File: config.mk
export PLATFORM = sky130hd
export DESIGN_NAME = div_seq_ctrl
export DESIGN_NICKNAME = d
export VERILOG_FILES = /design/src/rtl/div_seq_ctrl.sv
export SDC_FILE = /design/constraint.sdc
export NUM_CORES = 1
export LEC_CHECK = 0
export CORE_ASPECT_RATIO = 1.2
export CORE_MARGIN = 2
export CORE_UTILIZATION = 55
export DETAILED_ROUTE_END_ITERATION = 8
export GPL_TIMING_DRIVEN = 0
export PLACE_DENSITY_LB_ADDON = 0.15
export SKIP_LAST_GASP = 1
export SYNTH_ARGS = -nofsm -noshare
export SYNTH_HDL_FRONTEND = slang
export SYNTH_SLANG_ARGS = --single-unit
export TNS_END_PERCENT = 50
File: constraint.sdc
create_clock -name clock_i -period 3.5 [get_ports clock_i]
set_input_delay 0.7 -clock clock_i [delete_from_list [all_inputs] [get_ports clock_i]]
set_output_delay 0.7 -clock clock_i [all_outputs]
set_load 0.03 [all_outputs]
File: src/rtl/div_seq_ctrl.sv
// rtl/div_seq_ctrl.sv - DIV/DIVU sequencer with restoring shift-subtract datapath; optional DIV_ZERO_FAST_EN
module div_seq_ctrl #(
  parameter int WIDTH = 32,
  parameter int CNT_W = 6
) (
  input  logic             clock_i,
  input  logic             reset_i,
  input  logic             start_i,
  input  logic             is_signed_i,
  input  logic             cancel_i,
  input  logic [WIDTH-1:0] dividend_i,
  input  logic [WIDTH-1:0] divisor_i,
  output logic             busy_o,
  output logic             done_o,
  output logic             hilo_we_o,
  output logic [WIDTH-1:0] q_o,
  output logic [WIDTH-1:0] r_o,
  output logic             div_zero_o
);

  typedef enum logic [2:0] {
    S_IDLE,
    S_PREP,
    S_ITER,
    S_FIX,
    S_DONE
  } state_e;

  localparam logic [CNT_W-1:0] LAST_ITER = CNT_W'(WIDTH - 1);
  localparam logic [CNT_W-1:0] CNT_ONE   = CNT_W'(1);
  localparam logic [WIDTH-1:0] ONE       = WIDTH'(1);

  state_e           state_q, state_d;
  logic [CNT_W-1:0] cnt_q, cnt_d;
  logic [WIDTH-1:0] rem_q, rem_d;
  logic [WIDTH-1:0] quo_q, quo_d;
  logic [WIDTH-1:0] dvd_q, dvd_d;
  logic [WIDTH-1:0] dvs_q, dvs_d;
  logic             dvd_neg_q, dvd_neg_d;
  logic             dvs_neg_q, dvs_neg_d;
  logic [WIDTH-1:0] q_q, q_d;
  logic [WIDTH-1:0] r_q, r_d;
  logic             dz_q, dz_d;

  logic [WIDTH:0]   rem_sh;
  logic [WIDTH-1:0] quo_sh;
  logic [WIDTH-1:0] rem_sub;
  logic             rem_ge;
  logic [WIDTH-1:0] q_fix;
  logic [WIDTH-1:0] r_fix;

  // One restoring step plus the signed fix-up values, shared by ITER and FIX
  always_comb begin
    rem_sh  = {rem_q, quo_q[WIDTH-1]};
    quo_sh  = {quo_q[WIDTH-2:0], 1'b0};
    rem_ge  = (rem_sh >= {1'b0, dvs_q});
    // Only used when rem_sh >= divisor, so the difference always fits WIDTH bits
    rem_sub = rem_sh[WIDTH-1:0] - dvs_q;
    q_fix   = (dvd_neg_q != dvs_neg_q) ? (~quo_q + ONE) : quo_q;
    r_fix   = dvd_neg_q ? (~rem_q + ONE) : rem_q;
  end

  // Next-state and datapath update; everything holds unless the state says otherwise
  always_comb begin
    state_d   = state_q;
    cnt_d     = cnt_q;
    rem_d     = rem_q;
    quo_d     = quo_q;
    dvd_d     = dvd_q;
    dvs_d     = dvs_q;
    dvd_neg_d = dvd_neg_q;
    dvs_neg_d = dvs_neg_q;
    q_d       = q_q;
    r_d       = r_q;
    dz_d      = dz_q;
    unique case (state_q)
      S_IDLE: begin
        // Sign flags already fold in is_signed, so DIVU never fixes up
        if (start_i && !cancel_i) begin
          dvd_d     = dividend_i;
          dvs_d     = divisor_i;
          dvd_neg_d = is_signed_i & dividend_i[WIDTH-1];
          dvs_neg_d = is_signed_i & divisor_i[WIDTH-1];
          state_d   = S_PREP;
        end
      end
      S_PREP: begin
        if (cancel_i) begin
          state_d = S_IDLE;
        end else begin
          // Magnitude of the most negative value wraps to itself and is used as unsigned
          rem_d   = '0;
          quo_d   = dvd_neg_q ? (~dvd_q + ONE) : dvd_q;
          dvs_d   = dvs_neg_q ? (~dvs_q + ONE) : dvs_q;
          cnt_d   = '0;
          state_d = S_ITER;
`ifdef DIV_ZERO_FAST_EN
          if (dvs_q == '0) begin
            q_d     = '1;
            r_d     = dvd_q;
            dz_d    = 1'b1;
            state_d = S_DONE;
          end
`endif
        end
      end
      S_ITER: begin
        if (cancel_i) begin
          state_d = S_IDLE;
        end else begin
          if (rem_ge) begin
            rem_d = rem_sub;
            quo_d = quo_sh | ONE;
          end else begin
            rem_d = rem_sh[WIDTH-1:0];
            quo_d = quo_sh;
          end
          cnt_d = cnt_q + CNT_ONE;
          if (cnt_q == LAST_ITER) begin
            state_d = S_FIX;
          end
        end
      end
      S_FIX: begin
        if (cancel_i) begin
          state_d = S_IDLE;
        end else begin
          q_d     = q_fix;
          r_d     = r_fix;
          dz_d    = (dvs_q == '0);
          state_d = S_DONE;
        end
      end
      S_DONE: begin
        // Results are already committed; cancel has nothing left to abort
        state_d = S_IDLE;
      end
      default: state_d = S_IDLE;
    endcase
  end

  // State and datapath registers with synchronous reset
  always_ff @(posedge clock_i) begin
    if (reset_i) begin
      state_q   <= S_IDLE;
      cnt_q     <= '0;
      rem_q     <= '0;
      quo_q     <= '0;
      dvd_q     <= '0;
      dvs_q     <= '0;
      dvd_neg_q <= 1'b0;
      dvs_neg_q <= 1'b0;
      q_q       <= '0;
      r_q       <= '0;
      dz_q      <= 1'b0;
    end else begin
      state_q   <= state_d;
      cnt_q     <= cnt_d;
      rem_q     <= rem_d;
      quo_q     <= quo_d;
      dvd_q     <= dvd_d;
      dvs_q     <= dvs_d;
      dvd_neg_q <= dvd_neg_d;
      dvs_neg_q <= dvs_neg_d;
      q_q       <= q_d;
      r_q       <= r_d;
      dz_q      <= dz_d;
    end
  end

  assign busy_o     = (state_q != S_IDLE);
  assign done_o     = (state_q == S_DONE);
  assign hilo_we_o  = (state_q == S_DONE);
  assign q_o        = q_q;
  assign r_o        = r_q;
  assign div_zero_o = dz_q;

endmodule
==> qor.csv <==
stage,metric,value,unit
run_status,run status,"finished, final reports clean",
synthesis,Area contributors post-synth,"dfxtp_1 (34%), nor2_1 (6.1%), a21oi_1 (6.1%)",
synthesis,Post-Synth XOR/XNOR Area,8.41,%
cells_and_area,Diodes inserted,0,
sta,Final Setup Violations,0,
placement,placed cell area,13700,µm²
synthesis,Mean Syn Cell Area,7.65,µm²
placement,Detail Placement HPWL,29400,µm
synthesis,post-synth top area share,34.1,%
placement,placer's final routability congestion estimate,0.948,
placement,Cells after DPL,1974,
sta,final worst slack,0.171,ns
global_routing,pin count of the biggest net entering global routing,14,
worst_setup_path,CP arrival,3.71,ns
synthesis,complex-gate fraction of the synthesized area,26.7,%
synthesis,mapped cell area,12000,µm²
worst_setup_path,Worst Setup Start Kind,register,
power_and_ir_drop,VDD IR max,429,µV
sta,Final Cycle Share,95.1,%
global_routing,vias in the first global route,11972,
synthesis,"EDFF count, synth",0,
sta,final worst path period need,3.33,ns
cells_and_area,FF/Latch Area,4080,µm²
worst_setup_path,Critical Path Sink,rem_q[28]$_SDFFE_PP0P_,
sta,final hold violations,0,
clock_tree,TritonCTS clock tree,built,
clock_tree,deepest clock path buffer count,3,
placement,port bufs,135,
worst_setup_path,critical path startpoint,dvs_q[0]$_SDFFE_PP0P_,
cells_and_area,post-layout util,67.4,%
drt,DR iter-0 viols,823,
power_and_ir_drop,switching pwr,0.00166,W
cells_and_area,Non-Filler Instances,2015,
sta,Slew HR,13.6,%
synthesis,"Async S/R FF share, synth",0,%
clock_tree,Root Buffer,clkbuf_16,
sta,Worst-Margin Slew,1.29,ns
clock_tree,Worst-path clk slew,0.06,ns
synthesis,Seq cells post-synth,204,
power_and_ir_drop,Comb pwr share,15.7,%
drt,WL final,38600,µm
floorplan,die area,23000,µm²
sta,Worst Skew,0.00768,ns
drt,Vias per Instance,6.13,
synthesis,Synth warnings,0,
cells_and_area,Final Cell Area,14500,µm²
clock_tree,clock sink total,204,
power_and_ir_drop,Clock power frac,43.9,%
synthesis,Mapped Nets,1672,
worst_setup_path,CP Class,reg2reg,
global_routing,total gr overflow,0,
synthesis,Adder-Cell Fraction of Synth Area,4.03,%
worst_setup_path,critical path required time,3.88,ns
cells_and_area,Filler cells,1896,
run,Max-cap violations,0,
clock_tree,Skew-Pair Late Insertion Delay,0.51,ns
floorplan,core footprint,21600,µm²
min_path,WHS Path Cells,2,
global_routing,initial antenna violation count,0,
floorplan,Initial Util,55.5,%
cells_and_area,layout cell share with drive strength beyond 1,4.25,%
cells_and_area,area of the multi-input gates,7320,µm²
synthesis,cell with the most instances after synthesis,dfxtp_1,
power_and_ir_drop,power per cell area,415,nW/µm²
power_and_ir_drop,internal power,0.00437,W
power_and_ir_drop,Leakage,5.28,nW
worst_setup_path,"reg-to-reg slack, setup",0.17,ns
placement,worst slack at placement,-0.192,ns
synthesis,Mapped Cells,1565,
synthesis,top_reg_cell synth,dfxtp_1,
floorplan,Die Ht,166,µm
synthesis,distinct cell type count of the synthesized netlist,74,
drt,ANT nets after route,0,
drt,Initial DRT Pass Iterations,5,
drt,via count,12343,
clock_tree,"Setup Fix Bufs, Post-CTS",0,
global_routing,gr usage total,33.0,%
cells_and_area,nets,1832,
clock_tree,H-tree depth,1,
synthesis,post-synthesis simple-gate area fraction,21.4,%
worst_setup_path,Worst Reg-to-Reg Cells,12,
worst_setup_path,Crit Path Max Fanout,5,
worst_setup_path,critical path endpoint category,register,
synthesis,largest family of logic cells by synthesized area,compound AO/OA/AOI/OAI gates,
drt,wire per inst,19.2,µm
synthesis,mux share of post-synthesis cell area,0.429,%
floorplan,Rows,59,
floorplan,Top-Level Pins,137,
clock_tree,TritonCTS Buffers,23,
power_and_ir_drop,Net Sw Frac,27.5,%
synthesis,"top cells by count, synth","dfxtp_1 (204), nor2_1 (195), nand2_1 (187), a21oi_1 (146), clkbuf_1 (99)",
floorplan,chip width,139,µm
power_and_ir_drop,Reg power frac,40.4,%
sta,Pins Over Slew Limit,0,
sta,f_max,0.300,GHz
global_routing,first-pass GRT wire length,62000,µm
cells_and_area,Area Overhead vs Synth,21.4,%
drt,Post-route DRC,0,
worst_setup_path,reg-to-reg endpoint,rem_q[28]$_SDFFE_PP0P_,
synthesis,sequential share of the synthesized area,34.1,%
synthesis,Yosys top cell by area,dfxtp_1,
min_path,Min-Delay Path Class,reg2reg,
sta,WHS,0.456,ns
worst_setup_path,worst r2r src,dvs_q[0]$_SDFFE_PP0P_,
sta,RSZ-0062 raised after global routing,true,
==> kinds of logic after synthesis <==
| group | after synthesis |
|---|---|
| AND/OR/NAND/NOR | 555 |
| AO/OA/AOI/OAI | 490 |
| flip-flops | 204 |
| buffers and inverters | 158 |
| XOR/XNOR | 115 |
| adder cells (fa/ha/maj) | 38 |
| multiplexers | 5 |
==> routing by layer <==
layer | up-vias | wire [µm] | share of wire, % | GRT usage, %
met3 | 145 | 1880 | 4.9 | 3.64
li1 | 5950 | - | - | -
met5 | - | 0 | 0 | 0
met1 | 5796 | 14500 | 38 | 36.9
met2 | 452 | 19000 | 49 | 58.3
met4 | 0 | 3160 | 8.2 | 23.5
==> layout by cell type (no fill, tap or decap), drive strengths merged, types with 6 or more instances in the layout <==
| master | netlist | final |
|---|---|---|
| nor2b | 6 | 6 |
| a31oi | 15 | 15 |
| or4 | 8 | 8 |
| and3 | 7 | 7 |
| nor3 | 28 | 28 |
| o211ai | 9 | 9 |
| o31ai | 25 | 25 |
| clkbuf | 100 | 130 |
| nor4 | 18 | 18 |
| ha | 37 | 37 |
| nand2b | 7 | 7 |
| a221oi | 8 | 8 |
| dfxtp | 204 | 204 |
| nand2 | 187 | 187 |
| nand4 | 14 | 14 |
| or3 | 18 | 18 |
| nor3b | 7 | 7 |
| xnor2 | 39 | 39 |
| clkinv | 0 | 6 |
| a22o | 19 | 19 |
| and2 | 8 | 8 |
| o41ai | 15 | 15 |
| a22oi | 9 | 9 |
| inv | 52 | 52 |
| clkdlybuf4s50 | 0 | 135 |
| xor2 | 76 | 76 |
| a21o | 10 | 10 |
| a211oi | 81 | 81 |
| buf | 6 | 6 |
| a311oi | 8 | 8 |
| o21ai | 97 | 97 |
| nor2 | 195 | 195 |
| a32oi | 13 | 13 |
| a21oi | 146 | 146 |
| nand3 | 41 | 41 |
==> worst min path at each step <==
stage,from,endpoint,slack (ns)
6_report,div_zero_o$_SDFFE_PP0P_,div_zero_o$_SDFFE_PP0P_,0.46
5_1_grt,r_o[0]$_SDFFE_PP0P_,r_o[0]$_SDFFE_PP0P_,0.47
4_1_cts,dvd_q[10]$_SDFFE_PP0P_,dvd_q[10]$_SDFFE_PP0P_,0.46
3_5_place_dp,dvd_q[10]$_SDFFE_PP0P_,dvd_q[10]$_SDFFE_PP0P_,0.45
3_3_place_gp,div_zero_o$_SDFFE_PP0P_,div_zero_o$_SDFFE_PP0P_,0.44
2_1_floorplan,dvd_q[10]$_SDFFE_PP0P_,dvd_q[10]$_SDFFE_PP0P_,0.44
==> through the flow <==
| step | setup TNS (ns) | total power, W |
|---|---|---|
| 2_1_floorplan | 0 | 0.00310 |
| 3_3_place_gp | -2.67 | 0.00340 |
| 3_5_place_dp | -3.06 | 0.00340 |
| 4_1_cts | 0 | 0.00603 |
| 5_1_grt | -0.103 | 0.00625 |
| 6_report | 0 | 0.00603 |
==> critical path, stage by stage, from the launching register on <==
cell and delay (ns):
dfxtp_1 0.46, ha_1 0.22, inv_1 0.06, fa_1 0.40, a21o_1 0.19, nand4_1 0.09
nand3_1 0.20, a21o_1 0.25, a21oi_1 0.34, o21ai_0 0.27, a211oi_1 0.40, xor2_1 0.23
o21ai_0 0.10
==> power groups by stage <==
stage | Sequential (W) | Clock [W] | Combinational (W)
floorplan | 0.00247 | 0 | 0.000626
global placement | 0.00248 | 0 | 0.000912
detailed placement | 0.00249 | 0 | 0.000918
CTS | 0.00243 | 0.00267 | 0.000928
global route | 0.00244 | 0.00276 | 0.00104
finish | 0.00244 | 0.00265 | 0.000949
==> flip-flops by register name, summed over array words and instances (netlist names) <==
register	cells
rem_q	32
dvd_q	32
dvs_neg_q	1
q_o	32
cnt_q	6
div_zero_o	1
dvd_neg_q	1
dvs_q	32
r_o	32
quo_q	32
state_q	3
==> area by class of cell <==
cell class,instances,share of cell area [%]
Multi-Input combinational cell,1203,50.3
Buffer,106,2.81
Timing Repair Buffer,135,9.30
Sequential cell,204,28.1
Clock inverter,11,1.11
Clock buffer,30,4.62
Tap cell,274,2.36
Inverter,52,1.34
==> what timing repair did <==
action,CTS,global route
endpoints found under the setup margin,23,32
hold buffers,0,0
gates resized for setup,2,10
Power figures use the tool's default switching activity.
